**config.mk**
```make
export PLATFORM = sky130hd
export DESIGN_NAME = screen_fade_sequencer
export DESIGN_NICKNAME = d
export VERILOG_FILES = /design/src/rtl/screen_fade_sequencer.sv
export SDC_FILE = /design/constraint.sdc
export NUM_CORES = 1
export LEC_CHECK = 0
export CAP_MARGIN = 25
export CORE_MARGIN = 4
export CORE_UTILIZATION = 59
export CTS_CLUSTER_DIAMETER = 150
export DETAILED_ROUTE_END_ITERATION = 7
export HOLD_SLACK_MARGIN = 0.15
export PLACE_DENSITY = 0.86
export SLEW_MARGIN = 20
export SYNTH_ARGS = -nofsm -noshare
export SYNTH_HDL_FRONTEND = slang
export SYNTH_SLANG_ARGS = --single-unit
```
**constraint.sdc**
```tcl
create_clock -name pclk -period 4.85 [get_ports pclk]
set_input_delay 0.485 -clock pclk [delete_from_list [all_inputs] [get_ports pclk]]
set_output_delay 0.485 -clock pclk [all_outputs]
set_load 0.01 [all_outputs]
```
**src/rtl/screen_fade_sequencer.sv**
```systemverilog
// Purpose : sequences title/game/highscore screen changes: fade out to black, swap the mux select, fade back in.
// Latency : ack one cycle after the request; full change takes 30*FADE_FRAMES_PER_STEP frame ticks plus 3 cycles.
// Backpres: requests arriving while busy are dropped (no ack, no queue); the master retries after switch_done.
//
// Ports:
//   pclk, rst        pixel clock, asynchronous active-low reset
//   vsync_in         timing-bus vsync; its rising edge is the frame tick
//   req, req_screen  request strobe and target screen (0 title, 1 game, 2 highscore, 3 invalid)
//   ack              one-cycle pulse when a request is accepted
//   sel              one-hot screen-mux select (bit0 title, bit1 game, bit2 highscore)
//   fade_level       brightness to the RGB scaler, 15 = full, 0 = black
//   blank_force      forces RGB to zero
//   busy             high while a transition is in progress
//   switch_done      one-cycle pulse when a request has been fully serviced
module screen_fade_sequencer #(
  parameter int unsigned FADE_FRAMES_PER_STEP = 2,
  parameter logic [2:0]  SEL_RESET            = 3'b001
) (
  input  logic       pclk,
  input  logic       rst,
  input  logic       vsync_in,
  input  logic       req,
  input  logic [1:0] req_screen,
  output logic       ack,
  output logic [2:0] sel,
  output logic [3:0] fade_level,
  output logic       blank_force,
  output logic       busy,
  output logic       switch_done
);

  typedef enum logic [2:0] {
    S_IDLE,
    S_FADE_OUT,
    S_SWAP,
    S_FADE_IN,
    S_DONE
  } state_t;

  localparam logic [7:0] STEP_LAST = 8'(FADE_FRAMES_PER_STEP - 1);

  state_t     state_q, state_d;
  logic [7:0] cnt_q, cnt_d;
  logic [3:0] fade_q, fade_d;
  logic [2:0] sel_q, sel_d;
  logic [2:0] tgt_q, tgt_d;
  logic       ack_q, ack_d;
  logic       busy_q, busy_d;
  logic       done_q, done_d;
  logic       blank_q, blank_d;
  logic       vsync_prev_q;

  logic       tick;
  logic [2:0] req_onehot;

  assign tick       = vsync_in & ~vsync_prev_q;
  assign req_onehot = 3'b001 << req_screen;

  always_comb begin
    state_d = state_q;
    cnt_d   = cnt_q;
    fade_d  = fade_q;
    sel_d   = sel_q;
    tgt_d   = tgt_q;
    ack_d   = 1'b0;
    done_d  = 1'b0;

    case (state_q)
      S_IDLE: begin
        // A tick in the acceptance cycle is deliberately not counted.
        if (req && (req_screen != 2'd3)) begin
          ack_d = 1'b1;
          if (req_onehot == sel_q) begin
            // Already showing that screen: acknowledge and complete at once.
            done_d = 1'b1;
          end else begin
            tgt_d   = req_onehot;
            cnt_d   = '0;
            state_d = S_FADE_OUT;
          end
        end
      end

      S_FADE_OUT: begin
        if (fade_q == 4'd0) begin
          // Output has been black for a full cycle, so the select may move now;
          // loading it on entry makes the new select visible during SWAP.
          state_d = S_SWAP;
          sel_d   = tgt_q;
          cnt_d   = '0;
        end else if (tick) begin
          if (cnt_q == STEP_LAST) begin
            cnt_d  = '0;
            fade_d = fade_q - 4'd1;
          end else begin
            cnt_d = cnt_q + 8'd1;
          end
        end
      end

      S_SWAP: begin
        cnt_d   = '0;
        state_d = S_FADE_IN;
      end

      S_FADE_IN: begin
        if (fade_q == 4'd15) begin
          state_d = S_DONE;
        end else if (tick) begin
          if (cnt_q == STEP_LAST) begin
            cnt_d  = '0;
            fade_d = fade_q + 4'd1;
          end else begin
            cnt_d = cnt_q + 8'd1;
          end
        end
      end

      S_DONE: begin
        state_d = S_IDLE;
      end

      default: begin
        state_d = S_IDLE;
      end
    endcase

    // Outputs are registered alongside the state so they line up with it.
    busy_d  = (state_d != S_IDLE);
    done_d  = done_d | (state_d == S_DONE);
    blank_d = (state_d == S_SWAP) | (fade_d == 4'd0);
  end

  always_ff @(posedge pclk or negedge rst) begin
    if (!rst) begin
      state_q      <= S_IDLE;
      cnt_q        <= '0;
      fade_q       <= 4'd15;
      sel_q        <= SEL_RESET;
      tgt_q        <= SEL_RESET;
      ack_q        <= 1'b0;
      busy_q       <= 1'b0;
      done_q       <= 1'b0;
      blank_q      <= 1'b0;
      // Starts high so a vsync already high at reset release is not a tick.
      vsync_prev_q <= 1'b1;
    end else begin
      state_q      <= state_d;
      cnt_q        <= cnt_d;
      fade_q       <= fade_d;
      sel_q        <= sel_d;
      tgt_q        <= tgt_d;
      ack_q        <= ack_d;
      busy_q       <= busy_d;
      done_q       <= done_d;
      blank_q      <= blank_d;
      vsync_prev_q <= vsync_in;
    end
  end

  assign ack         = ack_q;
  assign sel         = sel_q;
  assign fade_level  = fade_q;
  assign blank_force = blank_q;
  assign busy        = busy_q;
  assign switch_done = done_q;

endmodule
```
After elaboration in Yosys (flattened, before gate mapping)
Cells that the tools add are included.
Widths: inputs -> output; s select.
- output and inout bits: 11
- bits in registers: 26
- word-level logic and storage cells: 64
- input port bits: 6
- reduce and logical (&&, ||, !) cells: 9
- muxes and demuxes: 24
- equal/unequal tests: 12
- bitwise logic cells: 5
- shifts and indexed selects: 1
- add/sub/neg operators: 3
- operators by type and width (kind ; number):
    $mux 8 ; 6
    $pmux 8 s4 ; 1
    $mux 4 ; 6
    $mux 3 ; 4
    $pmux 3 s4 ; 1
    $eq 3x2->1 const B ; 3
    $add 8x1->8 const B ; 1
    $eq 8x1->1 const B ; 1
    $logic_not 4->1 ; 2
    $ne 2x2->1 const B ; 4
    $pmux 4 s2 ; 1
    $mux 1 ; 5
    $add 4x1->4 const B ; 1
    $eq 4x4->1 const B ; 1
    $reduce_and 4->1 ; 1
    $reduce_bool 4->1 ; 1
    $sub 4x1->4 const B ; 1
    $eq 3x1->1 const B ; 1
    $eq 3x3->1 ; 1
    $eq 3x3->1 const B ; 1
    $logic_not 3->1 ; 1
    $reduce_and 3->1 ; 1
    $reduce_bool 3->1 ; 1
    $shl 1x2->3 const A ; 1
    5 further kinds ; 7

Logic depth before layout (Yosys ltp)
- word-level depth: 7
- depth in mapped cells: 8

Worst setup path after synthesis
Ideal clock, no wire load.
- kind: register -> register
- start: register fade_q[0], in the netlist fade_level[0]
- end: register cnt_q[2]
- clock period less this slack: 1.961 ns
- data arrival time: 1.840 ns
- setup time: 0.122 ns
- cell stages (with the launch flop): 9
- path buffers: 1
- slack: 2.889 ns
- cell sequence: dfstp_2 -> inv_1 -> ha_1 -> or3b_4 -> o21a_1 -> and2_1 -> buf_2 -> o2bb2ai_1 -> a32o_1
- longest elaborated chain between the ends: 3
- elaborated cells on any way between the ends: 6
- ends and longest elaborated chain (item ; line ; source):
    start, declared ; 44 ; logic [3:0] fade_q, fade_d;
    start signal, assigned ; 138 ; fade_q <= 4'd15;
    start signal, assigned ; 150 ; fade_q <= fade_d;
    $eq 4x4->1 or $logic_not 4->1 (tied branches) ; 107, 85 ;
    $ne 2x2->1 (no line) or $mux 8 (tied branches) ; n/a ;
    $reduce_and 4->1 (no line) or $pmux 8 s4 (tied branches) ; n/a ;
    end signal, assigned ; 149 ; cnt_q <= cnt_d;
    end, declared ; 43 ; logic [7:0] cnt_q, cnt_d;
Several ways; a longest one is shown, not always the timed one.
A chain may end at the register's enable or synchronous reset.

Worst setup path after layout
- start: register fade_q[0], in the netlist fade_level[0]
- end: register blank_q, in the netlist blank_force
- longest elaborated chain between the ends: 7
- elaborated cells on any way between the ends: 17
- ends and longest elaborated chain (item ; line ; source):
    $add 4x1->4 or $sub 4x1->4 (tied branches) ; 112, 94 ;
    $mux 4 (on tied branches) ; 110, 92 ;
    $mux 4 (on tied branches) ; 109, 91 ;
    $mux 4 (on tied branches) ; 107, 85 ;
    $pmux 4 s2 ; 68 ; case (state_q)
    $logic_not 4->1 ; 131 ; blank_d = (state_d == S_SWAP) | (fade_d == 4'd0);
    $or 1x1->1 * ; 131 ;
    net blank_d ; 50 ; logic blank_q, blank_d;
    end signal, assigned ; 156 ; blank_q <= blank_d;
    end, declared ; 50 ;
Mark *: on every way through the listed nets, which the timed path passes. The rest lies on a longest branch.

==> impl_metrics.json <==
{
  "outcome": "finished clean",
  "routed_wl_um": 3115,
  "diodes": 0,
  "postCtsSetupRepairBufs": 0,
  "synth_top_cells_by_area": "dfrtp_1, dfstp_2, nand2_1, ha_1, nor2_1",
  "detailed_placement_wirelength_estimate_um": 2282,
  "grt_pass1_vias": 1172,
  "track_usage": 0.1983,
  "cts_buffers": 3,
  "arrival_ns": 2.42,
  "final.period_utilization": 0.4503,
  "worst_setup_path_end_kind": "register",
  "die_h_um": 58.41,
  "fraction_of_the_yosys_area_taken_by_sequential_cells": 0.4399,
  "worst_slew_pin_slew_ns": 0.5586,
  "maxClockFrequency_mhz": 457.9,
  "grt_antenna_before_repair": 0,
  "cts.path.max_buffers": 2,
  "std_cell_rows": 18,
  "ys_warn_count": 0,
  "number_of_cells_upsized_or_downsized_after_cts": 0,
  "asyncSetResetFlopFracSynth": 1.000,
  "final_antenna_net_count": 0,
  "slowest_delay_ns": 0.44,
  "hold_viol_final": 0,
  "setup_viol": 0,
  "critical_path.cell_chain": "inv_1, ha_1, or3b_4, o211ai_1, nor2_1, mux2i_1, o31ai_1",
  "post-synth-top-area-cell": "dfrtp_1",
  "mean_syn_cell_area_um2": 9.927,
  "place_inst": 193,
  "routed_wire_length_per_instance_um": 15.81,
  "starting_density": 0.6106,
  "synth.lib_cells_used.distinct": 49,
  "portBuffers": 16,
  "worst_slew_margin_rel": 0.6259,
  "final_layout_size_suffix_gt1_frac": 0.1317,
  "final_routed_drc_violation_total": 0,
  "route.detailed.vias_per_inst": 6.365,
  "synth_enable_flop_cells": 0,
  "cts.clk_slew.worst_paths_ns": 0.14,
  "drt_iter0_drc": 41,
  "wire_length_of_the_first_global_routing_pass_um": 5257,
  "hold_path.class": "reg2reg",
  "finalWeightedCongestion": 0.9174,
  "timing.critical_path.required_ns": 5.09,
  "most-common-layout-cells": "dfrtp_1, clkdlybuf4s50_1, nand2_1, nor2_1",
  "synth-seq-cells": 26,
  "path_class": "reg2reg",
  "drv_cap": 0,
  "cts_hold_buffers": 0,
  "clk_latency_ns": 0.32,
  "final_common_cell": "dfrtp_1",
  "rsz_0062_raised_after_global_routing": "no",
  "fin_nets": 178,
  "hold_slack_ns": 0.4907,
  "clock_sink_count": 26,
  "floorplan_core_area_mm2": 0.002455,
  "synthesis.area_mm2": 0.001499,
  "period_needed_ns": 2.184,
  "fin_cells": 197,
  "tritoncts": "done",
  "grt_start_max_net_pins": 27,
  "p_leak_nw": 0.7328,
  "critical_path_peak_fanout": 8,
  "fp.dieArea_mm2": 0.003411,
  "detail_route.first_pass.iterations": 4,
  "overflow_after_grt": 0,
  "final.setup_skew_ns": 0.002598,
  "timing.setup.tns_ns": 0,
  "finalMaxSlewViolations": 0,
  "synth_fp_nets": 161,
  "powerDensity_mw_per_mm2": 500.5,
  "yosysTopAreaCellShare": 0.3172,
  "worst_path_slowest_cell": "dfstp_2",
  "die_w_um": 58.41,
  "routed_via_count": 1254,
  "syn-instance-count": 151,
  "h_tree_levels": 1,
  "syn2layout_area_growth_pct": 15.28,
  "top_level_ports": 17,
  "vdd.ir_drop.worst_mv": 0.3396,
  "ctsRootBufferMaster": "clkbuf_4",
  "crit_path_launch_type": "register",
  "dominantRegCellSynth": "dfrtp_1"
}
==> final timing paths <==
check                                   start           to  slack [ns]  cells past startpoint
worst max register to register  fade_level[0]  blank_force        2.67                      7
worst min-delay path                 tgt_q[0]     tgt_q[0]        0.49                      2
max in group asynchronous                 rst       sel[0]        4.05                      2
worst min register to register       tgt_q[0]     tgt_q[0]        0.49                      2
worst max-delay path            fade_level[0]  blank_force        2.67                      7
min in group asynchronous                 rst  blank_force        0.51                      2
==> critical path: cells and delay by family (launching register included) <==
family	cells	cell delay [ns]
simple gates	2	0.59
compound gates	2	0.62
buf+inv	1	0.09
mux	1	0.17
flops	1	0.44
fa+ha+maj	1	0.20
==> per-stage QoR <==
step,area [um^2],setup WS (ns),power [mW],utilization
floorplan,1499,2.889,0.5919,-
CTS,1728,2.694,0.8641,0.7039
finish,1728,2.666,0.8649,0.7039
global placement,1675,2.470,0.6939,0.6825
global route,1728,2.544,0.9220,0.7039
detailed placement,1675,2.419,0.7111,0.6825
==> per-layer routing <==
layer / global-route usage / up-vias / wire, um
met2: 0.3493 / 32 / 1545
met5: 0 / - / 0
met3: 0.02193 / 2 / 141
li1: - / 603 / -
met1: 0.2423 / 617 / 1403
met4: 0.08940 / 0 / 25
==> cells by family after synthesis <==
group           synth area share
compound gates            0.2045
flops                     0.4399
fa+ha+maj                0.03339
buf+inv                  0.03172
mux                      0.03673
simple gates              0.2479
xor+xnor                0.005844
==> where the power goes <==
group          leakage (nW)  total [mW]  internal, mW  switching, mW
sequential            0.318       0.361         0.285         0.0763
combinational         0.387       0.355         0.178          0.177
clock                0.0279       0.149        0.0835         0.0651
==> cell type report <==
class,count,area (um^2)
clock inverters,1,30.03
repair buffers,17,167.7
multi-input cells,115,792.0
inverters,5,18.77
clock buffers,3,22.52
well taps,30,37.54
flip-flops and latches,26,659.4
fillers,178,726.9
==> sequential cells by signal, indices dropped and copies added, names as in the netlist <==
| register | flops |
|---|---|
| sel | 3 |
| blank_force | 1 |
| cnt_q | 8 |
| busy | 1 |
| state_q | 3 |
| ack | 1 |
| tgt_q | 3 |
| switch_done | 1 |
| vsync_prev_q | 1 |
| fade_level | 4 |
==> synthesized netlist by cell type, types with 5 or more instances <==
cell	number
dfrtp_1	19
nand2_1	14
nor2_1	13
dfstp_2	7
o21ai_0	7
a31oi_1	5
inv_1	5
nand4_1	5
No activity file was read; power rests on OpenSTA's default activity.
